==> src/rtl/decode_stage.sv <==
// RV32I decode stage: registered decode bundle with valid/ready handshake.
// Illegal encodings still flow downstream, flagged, so a later stage can trap.
package decode_pkg;

  localparam logic [3:0] ALU_AND  = 4'd0;
  localparam logic [3:0] ALU_OR   = 4'd1;
  localparam logic [3:0] ALU_ADD  = 4'd2;
  localparam logic [3:0] ALU_SUB  = 4'd3;
  localparam logic [3:0] ALU_XOR  = 4'd4;
  localparam logic [3:0] ALU_EQ   = 4'd5;
  localparam logic [3:0] ALU_NE   = 4'd6;
  localparam logic [3:0] ALU_LT   = 4'd7;
  localparam logic [3:0] ALU_GE   = 4'd8;
  localparam logic [3:0] ALU_LTU  = 4'd9;
  localparam logic [3:0] ALU_GEU  = 4'd10;
  localparam logic [3:0] ALU_SLL  = 4'd11;
  localparam logic [3:0] ALU_SRL  = 4'd12;
  localparam logic [3:0] ALU_SRA  = 4'd13;

  localparam logic [6:0] OPC_LOAD   = 7'b0000011;
  localparam logic [6:0] OPC_OPIMM  = 7'b0010011;
  localparam logic [6:0] OPC_AUIPC  = 7'b0010111;
  localparam logic [6:0] OPC_STORE  = 7'b0100011;
  localparam logic [6:0] OPC_OP     = 7'b0110011;
  localparam logic [6:0] OPC_LUI    = 7'b0110111;
  localparam logic [6:0] OPC_BRANCH = 7'b1100011;
  localparam logic [6:0] OPC_JALR   = 7'b1100111;
  localparam logic [6:0] OPC_JAL    = 7'b1101111;

  typedef struct packed {
    logic [31:0] pc;
    logic [3:0]  alu_ctrl;
    logic [4:0]  rs1;
    logic [4:0]  rs2;
    logic [4:0]  rd;
    logic [31:0] imm;
    logic        src1_pc;
    logic        src2_imm;
    logic        reg_we;
    logic        is_branch;
    logic        is_jal;
    logic        is_jalr;
    logic        is_load;
    logic        is_store;
    logic        illegal;
  } id_ex_t;

endpackage

module decode_stage
  import decode_pkg::*;
(
  input  logic        clk,
  input  logic        rst_n,
  input  logic        flush,
  input  logic        in_valid,
  output logic        in_ready,
  input  logic [31:0] inst,
  input  logic [31:0] pc_in,
  output logic        out_valid,
  input  logic        out_ready,
  output logic [31:0] pc_out,
  output logic [3:0]  alu_ctrl,
  output logic [4:0]  rs1,
  output logic [4:0]  rs2,
  output logic [4:0]  rd,
  output logic [31:0] imm,
  output logic        src1_pc,
  output logic        src2_imm,
  output logic        reg_we,
  output logic        is_branch,
  output logic        is_jal,
  output logic        is_jalr,
  output logic        is_load,
  output logic        is_store,
  output logic        illegal
);

  logic [6:0]  op;
  logic [2:0]  f3;
  logic [6:0]  f7;
  logic [31:0] imm_i;
  logic [31:0] imm_s;
  logic [31:0] imm_b;
  logic [31:0] imm_u;
  logic [31:0] imm_j;
  logic [31:0] shamt;
  logic        shift;
  logic        ok;
  id_ex_t      d;
  id_ex_t      q;

  assign op    = inst[6:0];
  assign f3    = inst[14:12];
  assign f7    = inst[31:25];
  assign shift = (f3[1:0] == 2'b01);

  assign imm_i = {{20{inst[31]}}, inst[31:20]};
  assign imm_s = {{20{inst[31]}}, inst[31:25], inst[11:7]};
  assign imm_b = {{19{inst[31]}}, inst[31], inst[7],
                  inst[30:25], inst[11:8], 1'b0};
  assign imm_u = {inst[31:12], 12'b0};
  assign imm_j = {{11{inst[31]}}, inst[31], inst[19:12],
                  inst[20], inst[30:21], 1'b0};
  assign shamt = {27'b0, inst[24:20]};

  // alt selects SUB/SRA over ADD/SRL
  function automatic logic [3:0] alu_of(
    input logic [2:0] fn,
    input logic       alt
  );
    unique case (fn)
      3'b000:  alu_of = alt ? ALU_SUB : ALU_ADD;
      3'b001:  alu_of = ALU_SLL;
      3'b010:  alu_of = ALU_LT;
      3'b011:  alu_of = ALU_LTU;
      3'b100:  alu_of = ALU_XOR;
      3'b101:  alu_of = alt ? ALU_SRA : ALU_SRL;
      3'b110:  alu_of = ALU_OR;
      default: alu_of = ALU_AND;
    endcase
  endfunction

  always_comb begin
    d          = '0;
    ok         = 1'b1;
    d.pc       = pc_in;
    d.rs1      = inst[19:15];
    d.rs2      = inst[24:20];
    d.rd       = inst[11:7];
    d.alu_ctrl = ALU_ADD;
    unique case (1'b1)
      op == OPC_LUI: begin
        d.rs1      = '0;
        d.imm      = imm_u;
        d.src2_imm = 1'b1;
        d.reg_we   = 1'b1;
      end
      op == OPC_AUIPC: begin
        d.imm      = imm_u;
        d.src1_pc  = 1'b1;
        d.src2_imm = 1'b1;
        d.reg_we   = 1'b1;
      end
      op == OPC_JAL: begin
        d.imm      = imm_j;
        d.src1_pc  = 1'b1;
        d.src2_imm = 1'b1;
        d.is_jal   = 1'b1;
        d.reg_we   = 1'b1;
      end
      op == OPC_JALR: begin
        ok         = (f3 == 3'b000);
        d.imm      = imm_i;
        d.src2_imm = 1'b1;
        d.is_jalr  = 1'b1;
        d.reg_we   = 1'b1;
      end
      op == OPC_BRANCH: begin
        d.imm       = imm_b;
        d.is_branch = 1'b1;
        unique case (f3)
          3'b000:  d.alu_ctrl = ALU_EQ;
          3'b001:  d.alu_ctrl = ALU_NE;
          3'b100:  d.alu_ctrl = ALU_LT;
          3'b101:  d.alu_ctrl = ALU_GE;
          3'b110:  d.alu_ctrl = ALU_LTU;
          3'b111:  d.alu_ctrl = ALU_GEU;
          default: ok = 1'b0;
        endcase
      end
      op == OPC_LOAD: begin
        ok         = (f3 inside {3'b000, 3'b001, 3'b010,
                                 3'b100, 3'b101});
        d.imm      = imm_i;
        d.src2_imm = 1'b1;
        d.is_load  = 1'b1;
        d.reg_we   = 1'b1;
      end
      op == OPC_STORE: begin
        ok         = (f3 inside {3'b000, 3'b001, 3'b010});
        d.imm      = imm_s;
        d.src2_imm = 1'b1;
        d.is_store = 1'b1;
      end
      op == OPC_OPIMM: begin
        ok         = !shift || (f7 == 7'h00) ||
                     (f3[2] && (f7 == 7'h20));
        d.imm      = shift ? shamt : imm_i;
        d.alu_ctrl = alu_of(f3, shift & f7[5]);
        d.src2_imm = 1'b1;
        d.reg_we   = 1'b1;
      end
      op == OPC_OP: begin
        ok         = (f7 == 7'h00) ||
                     ((f7 == 7'h20) &&
                      ((f3 == 3'b000) || (f3 == 3'b101)));
        d.alu_ctrl = alu_of(f3, f7[5]);
        d.reg_we   = 1'b1;
      end
      default: ok = 1'b0;
    endcase
    if (!ok) begin
      d.alu_ctrl  = ALU_ADD;
      d.imm       = '0;
      d.src1_pc   = 1'b0;
      d.src2_imm  = 1'b0;
      d.reg_we    = 1'b0;
      d.is_branch = 1'b0;
      d.is_jal    = 1'b0;
      d.is_jalr   = 1'b0;
      d.is_load   = 1'b0;
      d.is_store  = 1'b0;
      d.illegal   = 1'b1;
    end
    if (d.rd == 5'd0) d.reg_we = 1'b0;
  end

  assign in_ready = !out_valid || out_ready;

  always_ff @(posedge clk or negedge rst_n) begin
    if (!rst_n) begin
      out_valid <= 1'b0;
      q         <= '0;
    end else if (flush) begin
      out_valid <= 1'b0;
    end else if (in_valid && in_ready) begin
      out_valid <= 1'b1;
      q         <= d;
    end else if (out_ready) begin
      out_valid <= 1'b0;
    end
  end

  assign pc_out    = q.pc;
  assign alu_ctrl  = q.alu_ctrl;
  assign rs1       = q.rs1;
  assign rs2       = q.rs2;
  assign rd        = q.rd;
  assign imm       = q.imm;
  assign src1_pc   = q.src1_pc;
  assign src2_imm  = q.src2_imm;
  assign reg_we    = q.reg_we;
  assign is_branch = q.is_branch;
  assign is_jal    = q.is_jal;
  assign is_jalr   = q.is_jalr;
  assign is_load   = q.is_load;
  assign is_store  = q.is_store;
  assign illegal   = q.illegal;

endmodule

==> config.mk <==
export PLATFORM = sky130hd
export DESIGN_NAME = decode_stage
export DESIGN_NICKNAME = d
export VERILOG_FILES = /design/src/rtl/decode_stage.sv
export SDC_FILE = /design/constraint.sdc
export NUM_CORES = 1
export LEC_CHECK = 0
export CAP_MARGIN = 30
export CORE_ASPECT_RATIO = 0.6
export CORE_UTILIZATION = 45
export DETAILED_ROUTE_END_ITERATION = 8
export PLACE_DENSITY = 0.81
export SLEW_MARGIN = 20
export SYNTH_ARGS = -nofsm -noshare
export SYNTH_HDL_FRONTEND = slang
export SYNTH_SLANG_ARGS = --single-unit
export TNS_END_PERCENT = 10
==> constraint.sdc <==
create_clock -name clk -period 2.76 [get_ports clk]
set_input_delay 0.828 -clock clk [delete_from_list [all_inputs] [get_ports clk]]
set_output_delay 0.828 -clock clk [all_outputs]
set_load 0.01 [all_outputs]
### Yosys cells after proc, flatten, opt, wreduce, memory -nomap -nowiden

Cells that the tools add are included.

* add/sub/neg operators: 0
* multipliers: 0
* div/mod/pow operators: 0
* order comparisons: 0
* eq/ne operators: 18
* shift-type cells: 0
* multiplexer cells: 27
* bitwise gates (word level): 2
* reduce and logical (&&, ||, !) cells: 24

Operators by type and width (count)
* one-hot mux 32 bit (6 select lines): 1
* one-hot mux 4 bit (7 select lines): 2
* 2-to-1 mux 41 bit: 1
* 2-to-1 mux 32 bit: 1
* equality test 7 x 6 -> 1 bit, second input constant: 4
* one-hot mux 4 bit (6 select lines): 1
* equality test 7 bit, second input constant: 3
* 2-to-1 mux 1 bit: 17
* equality test 7 x 5 -> 1 bit, second input constant: 2
* OR reduction 7 bit: 2
* equality test 3 bit, second input constant: 4
* one-hot mux 4 bit (3 select lines): 1
* equality test 7 x 2 -> 1 bit, second input constant: 1
* zero test 7 bit: 1
* one-hot mux 1 bit (7 select lines): 1
* equality test 3 x 2 -> 1 bit, second input constant: 2
* nonzero test 3 bit: 2
* OR reduction 2 bit: 3
* OR reduction 6 bit: 1
* zero test 5 bit: 1
* logical OR 1 bit: 5
* 2-to-1 mux 5 bit: 1
* nonzero test 5 bit: 1
* 2-to-1 mux 4 bit: 1
* other kinds (9): 12

* register bits after elaboration: 93
* latch bits: 0
* RAM bits: 0
* ROM bits: 0
* bits of input ports: 69
* output and inout port bits: 94
* logic and storage cells: 87
* memories kept: 0

### Depth between registers and ports, before layout

* depth in word-level cells: 7
* depth in mapped cells: 8
* mapped depth without buffers: 6

### Worst setup path after synthesis

No wires, ideal clock.

* path type: input to register
* start: input out_ready
* end: register q (netlist bit pc_out[20])
* setup time: 125 ps
* arrival time: 2257 ps
* required time: 2635 ps
* path slack: 378 ps
* stages: 5
* buffers on the path: 2
* path through: nand2b_1 -> nand3b_1 -> clkbuf_1 -> buf_1 -> mux2_2

* cells in the longest elaborated chain, start to end: 3

RTL lines
* start: declaration: line 61 `input logic out_ready,`
* logical OR 1 bit: line 219 `assign in_ready = !out_valid || out_ready;`
* logical AND 1 bit: line 227 `end else if (in_valid && in_ready) begin`
* AND reduction 2 bit (no line)
* end signal: assignment: line 224 `q <= '0;`
* end signal: assignment: line 229 `q <= d;`
* end: declaration: line 91 `id_ex_t q;`

Every way passes these cells.
A chain may end at the register's enable or synchronous reset.

### Worst setup path in the final report

* start: input inst[6]
* end: register q (netlist bit imm[22])

* cells in the longest elaborated chain, start to end: 4
* elaborated cells between the ends (all ways): 15
* those cells by class: 9 x eq/ne; 3 x mux; 3 x reduce/logical

RTL lines
* start: declaration: line 58 `input logic [31:0] inst,`
* equality test 7 x 6 -> 1 bit (tied with other cells): line 133 `op == OPC_LUI: begin`
* OR reduction 3 bit (no line) or OR reduction 2 bit (tied branches)
* one-hot mux 1 bit (7 select lines) or one-hot mux 32 bit (6 select lines) (tied branches): line 132 `unique case (1'b1)`
* 2-to-1 mux 41 bit *: line 203 `if (!ok) begin`

Every way passes the cells marked *; elsewhere a longest branch is shown, timed or not.

==> impl_metrics.xml <==
<?xml version="1.0" encoding="UTF-8"?>
<metrics>
  <group name="outcome">
    <metric name="outcome" unit="">complete, no violations</metric>
  </group>
  <group name="setup_path">
    <metric name="worst-path-max-fanout" unit="">25</metric>
    <metric name="setup.worst_path.end_class" unit="">register</metric>
    <metric name="worst_ep_required_time" unit="ps">2970</metric>
    <metric name="crit_type" unit="">input pin to register</metric>
    <metric name="crit_path_cell_trace" unit="">clkdlybuf4s50_1 -&gt; buf_4 -&gt; nor2b_1 -&gt; o32ai_2 -&gt; a32o_2 -&gt; a2111o_4 -&gt; nand2_8 -&gt; o21ai_1</metric>
    <metric name="regToRegStartpoint" unit="">out_valid</metric>
    <metric name="critPathLaunch" unit="">inst[6]</metric>
    <metric name="worst_path_largest_cell_delay" unit="ps">550</metric>
    <metric name="path_buf_inv" unit="">2</metric>
    <metric name="critical_path_arrival" unit="ps">2900</metric>
    <metric name="cp_top_family" unit="">compound AO/OA/AOI/OAI gates</metric>
    <metric name="timing.critical_path.slowest_stage_cell" unit="">sky130_fd_sc_hd__a2111o_4</metric>
    <metric name="critPathLaunchType" unit="">input pin</metric>
  </group>
  <group name="floorplanning">
    <metric name="core" unit="sq um">9256</metric>
    <metric name="row_count" unit="">27</metric>
    <metric name="io_pins" unit="">163</metric>
    <metric name="floorplan.initialDensity" unit="%">46.89</metric>
    <metric name="fp.dieArea" unit="sq um">10060</metric>
    <metric name="fp.dieH" unit="um">78.08</metric>
    <metric name="fp.dieW" unit="um">128.8</metric>
  </group>
  <group name="yosys">
    <metric name="synthesis.nets" unit="">447</metric>
    <metric name="synth-edff-count" unit="">0</metric>
    <metric name="synth-async-reset-ratio" unit="%">100.0</metric>
    <metric name="synth_top_cells_by_area" unit="">sky130_fd_sc_hd__dfrtp_1 54%, sky130_fd_sc_hd__mux2_2 11%, sky130_fd_sc_hd__nand2_1 4.6%</metric>
    <metric name="warnings_synthesis" unit="">0</metric>
    <metric name="synth_area_per_cell" unit="sq um">11.48</metric>
    <metric name="post_synth_instance_area" unit="sq um">4340</metric>
    <metric name="synth_cell_type_count" unit="">58</metric>
    <metric name="synthFlopType" unit="">sky130_fd_sc_hd__dfrtp_1</metric>
    <metric name="synth.yosys.seq_area_share" unit="%">53.62</metric>
    <metric name="yosysMostFrequentCell" unit="">sky130_fd_sc_hd__dfrtp_1</metric>
    <metric name="netlist_top_cells_count" unit="">93 x sky130_fd_sc_hd__dfrtp_1, 53 x sky130_fd_sc_hd__nand2_1, 42 x sky130_fd_sc_hd__mux2_2, 27 x sky130_fd_sc_hd__a21oi_1, 20 x sky130_fd_sc_hd__o21ai_2</metric>
    <metric name="postSynthRegisterBits" unit="">93</metric>
    <metric name="post-synth-top-area-cell" unit="">sky130_fd_sc_hd__dfrtp_1</metric>
    <metric name="portion_of_synthesized_cell_area_occupied_by_the_leading_cell_type" unit="%">53.62</metric>
    <metric name="synthCells" unit="">378</metric>
  </group>
  <group name="cells_and_area">
    <metric name="fin_nets" unit="">649</metric>
    <metric name="finish.utilization" unit="%">72.47</metric>
    <metric name="final_antenna_diode_count" unit="">0</metric>
    <metric name="post_route_cells_drive_above_1_share" unit="%">26.15</metric>
    <metric name="p_r_area_growth_vs_syn" unit="%">54.54</metric>
    <metric name="design_area" unit="sq um">6708</metric>
    <metric name="layout.cells.non_filler" unit="">715</metric>
    <metric name="fillers" unit="">691</metric>
  </group>
  <group name="timing">
    <metric name="fin_crit_sh" unit="%">97.25</metric>
    <metric name="layout_min_cycle_time" unit="ps">2684</metric>
    <metric name="timing.final.max_slew_violations" unit="">0</metric>
    <metric name="holdWs" unit="ps">483.2</metric>
    <metric name="slack_of_the_critical_path" unit="ps">75.77</metric>
    <metric name="setup_tns" unit="ps">0</metric>
    <metric name="final-setup-viol-count" unit="">0</metric>
    <metric name="worst-slew-pin-transition" unit="ps">522.8</metric>
    <metric name="grt_setup_unrepaired" unit="">no</metric>
    <metric name="slew_headroom" unit="%">65.15</metric>
    <metric name="worst_clock_skew" unit="ps">4.258</metric>
    <metric name="achievable-frequency" unit="MHz">372.5</metric>
    <metric name="timing.final.hold_violations" unit="">0</metric>
  </group>
  <group name="clock_tree">
    <metric name="clk-insertion-delay-late" unit="ps">330</metric>
    <metric name="cts_sinks" unit="">93</metric>
    <metric name="ctsHoldBuffers" unit="">0</metric>
    <metric name="cts_max_level" unit="">3</metric>
    <metric name="path_clk_slew" unit="ps">70</metric>
    <metric name="numCtsBuffers" unit="">9</metric>
    <metric name="postCtsSetupRepairBufs" unit="">0</metric>
    <metric name="cts_max_path_buffers" unit="">2</metric>
    <metric name="tritoncts" unit="">yes</metric>
    <metric name="root_buffer" unit="">sky130_fd_sc_hd__clkbuf_16</metric>
  </group>
  <group name="placement">
    <metric name="port_buffers" unit="">162</metric>
    <metric name="gp_congestion" unit="">0.8800</metric>
    <metric name="post-place-ws" unit="ps">-381.8</metric>
    <metric name="place_hpwl" unit="um">9468</metric>
    <metric name="dp_cells" unit="">699</metric>
    <metric name="dpl-instance-area" unit="sq um">6420</metric>
  </group>
  <group name="job">
    <metric name="maxCapViolCount" unit="">0</metric>
  </group>
  <group name="global_route">
    <metric name="grt_antenna_before_repair" unit="">0</metric>
    <metric name="global_route.usage.total" unit="%">26.97</metric>
    <metric name="grt_max_degree" unit="">94</metric>
    <metric name="grt_pass1_vias" unit="">3945</metric>
    <metric name="wire_length_of_the_first_global_routing_pass" unit="um">20430</metric>
    <metric name="global_route.overflow_total" unit="">0</metric>
  </group>
  <group name="detailed_routing">
    <metric name="per_cell_routed_wire_length" unit="um">17.57</metric>
    <metric name="wirelength" unit="um">12570</metric>
    <metric name="drt-vias-per-instance" unit="">5.260</metric>
    <metric name="vias" unit="">3761</metric>
    <metric name="route.antenna.remaining_nets" unit="">0</metric>
    <metric name="detail_route.drc_violations" unit="">0</metric>
    <metric name="detailedRoute.firstPassIterationCount" unit="">4</metric>
    <metric name="drtIter0Drc" unit="">259</metric>
  </group>
  <group name="hold_path">
    <metric name="hold_path.class" unit="">register to register</metric>
    <metric name="worstHoldStart" unit="">rs1[0]</metric>
  </group>
  <group name="power_and_ir_drop">
    <metric name="power.static_leakage" unit="nW">2.813</metric>
    <metric name="finalPower" unit="mW">3.410</metric>
    <metric name="power_density" unit="nW/um^2">508.4</metric>
    <metric name="vdd_drop_max" unit="mV">0.4226</metric>
  </group>
</metrics>
-- sequential cells by signal (all words and copies together) (netlist names) --
signal	count
reg_we	1
illegal	1
rs2	5
pc_out	32
is_jal	1
is_store	1
is_branch	1
rs1	5
alu_ctrl	4
src1_pc	1
out_valid	1
rd	5
src2_imm	1
is_load	1
imm	32
is_jalr	1
-- path summary, 6_finish.rpt --
| check | end | slack [ps] | depth (start not counted) |
|---|---|---|---|
| worst max register to register | imm[22] | 1040 | 8 |
| worst min register to register | rs1[0] | 480 | 2 |
| max in group asynchronous | rs2[4] | 1820 | 2 |
| worst max-delay path | imm[22] | 80 | 8 |
| worst min-delay path | rs1[0] | 480 | 2 |
| min in group asynchronous | imm[22] | 510 | 2 |
-- power breakdown --
group / switching (mW) / leakage [nW] / total [mW] / internal, mW
Sequential: 0.0646 / 1.19 / 1.55 / 1.48
Combinational: 0.301 / 1.50 / 0.742 / 0.442
Clock: 0.513 / 0.120 / 1.12 / 0.607
-- tightest hold or removal path: cells and delay by family, from the launching register on --
kind	cells	cell delay [ps]
simple gates	1	50
compound gates	1	60
flops	1	340
-- cells in the final DEF, fill, tap and decap left out, drive strengths merged, types with 6 or more instances in the layout --
cell,synthesis,final
a21oi,27,27
a22o,9,9
a22oi,6,6
buf,13,53
clkbuf,10,10
clkdlybuf4s50,0,157
dfrtp,93,93
mux2,42,42
nand2,54,54
nand2b,7,7
nor2,11,11
nor2b,6,6
nor3,14,14
o21ai,44,44
-- metal layers --
metal	wire, um	up-vias	global-route usage [%]
li1	-	1766	-
met1	5504	1842	36.04
met2	5612	144	40.43
met3	1328	9	11.52
met4	120	0	6.588
met5	0	-	0
-- repair_timing --
item / 4_1_cts / 5_1_grt
resized for setup: 2 / 5
gates cloned: 0 / 0
pin swaps: 0 / 2
setup endpoints to repair: 11 / 35
-- cell type report --
cell class / count / area [sq um] / share of cell area, %
well taps: 130 / 162.7 / 2.425
clock buffers: 10 / 229.0 / 3.414
flip-flops and latches: 93 / 2327 / 34.70
clock inverters: 6 / 40.04 / 0.5969
multi-input cells: 258 / 1872 / 27.91
repair buffers: 214 / 2062 / 30.74
inverters: 4 / 15.01 / 0.2238
-- logic make-up after synthesis --
kind of cell	share of synthesized area [%]
DFF	53.62
muxes	10.90
and+or+nand+nor	13.43
xor gates and xnor gates	0.2018
buffers and inverters	3.632
AOI/OAI and AO/OA	18.22
(Power assumes the default switching activity.)
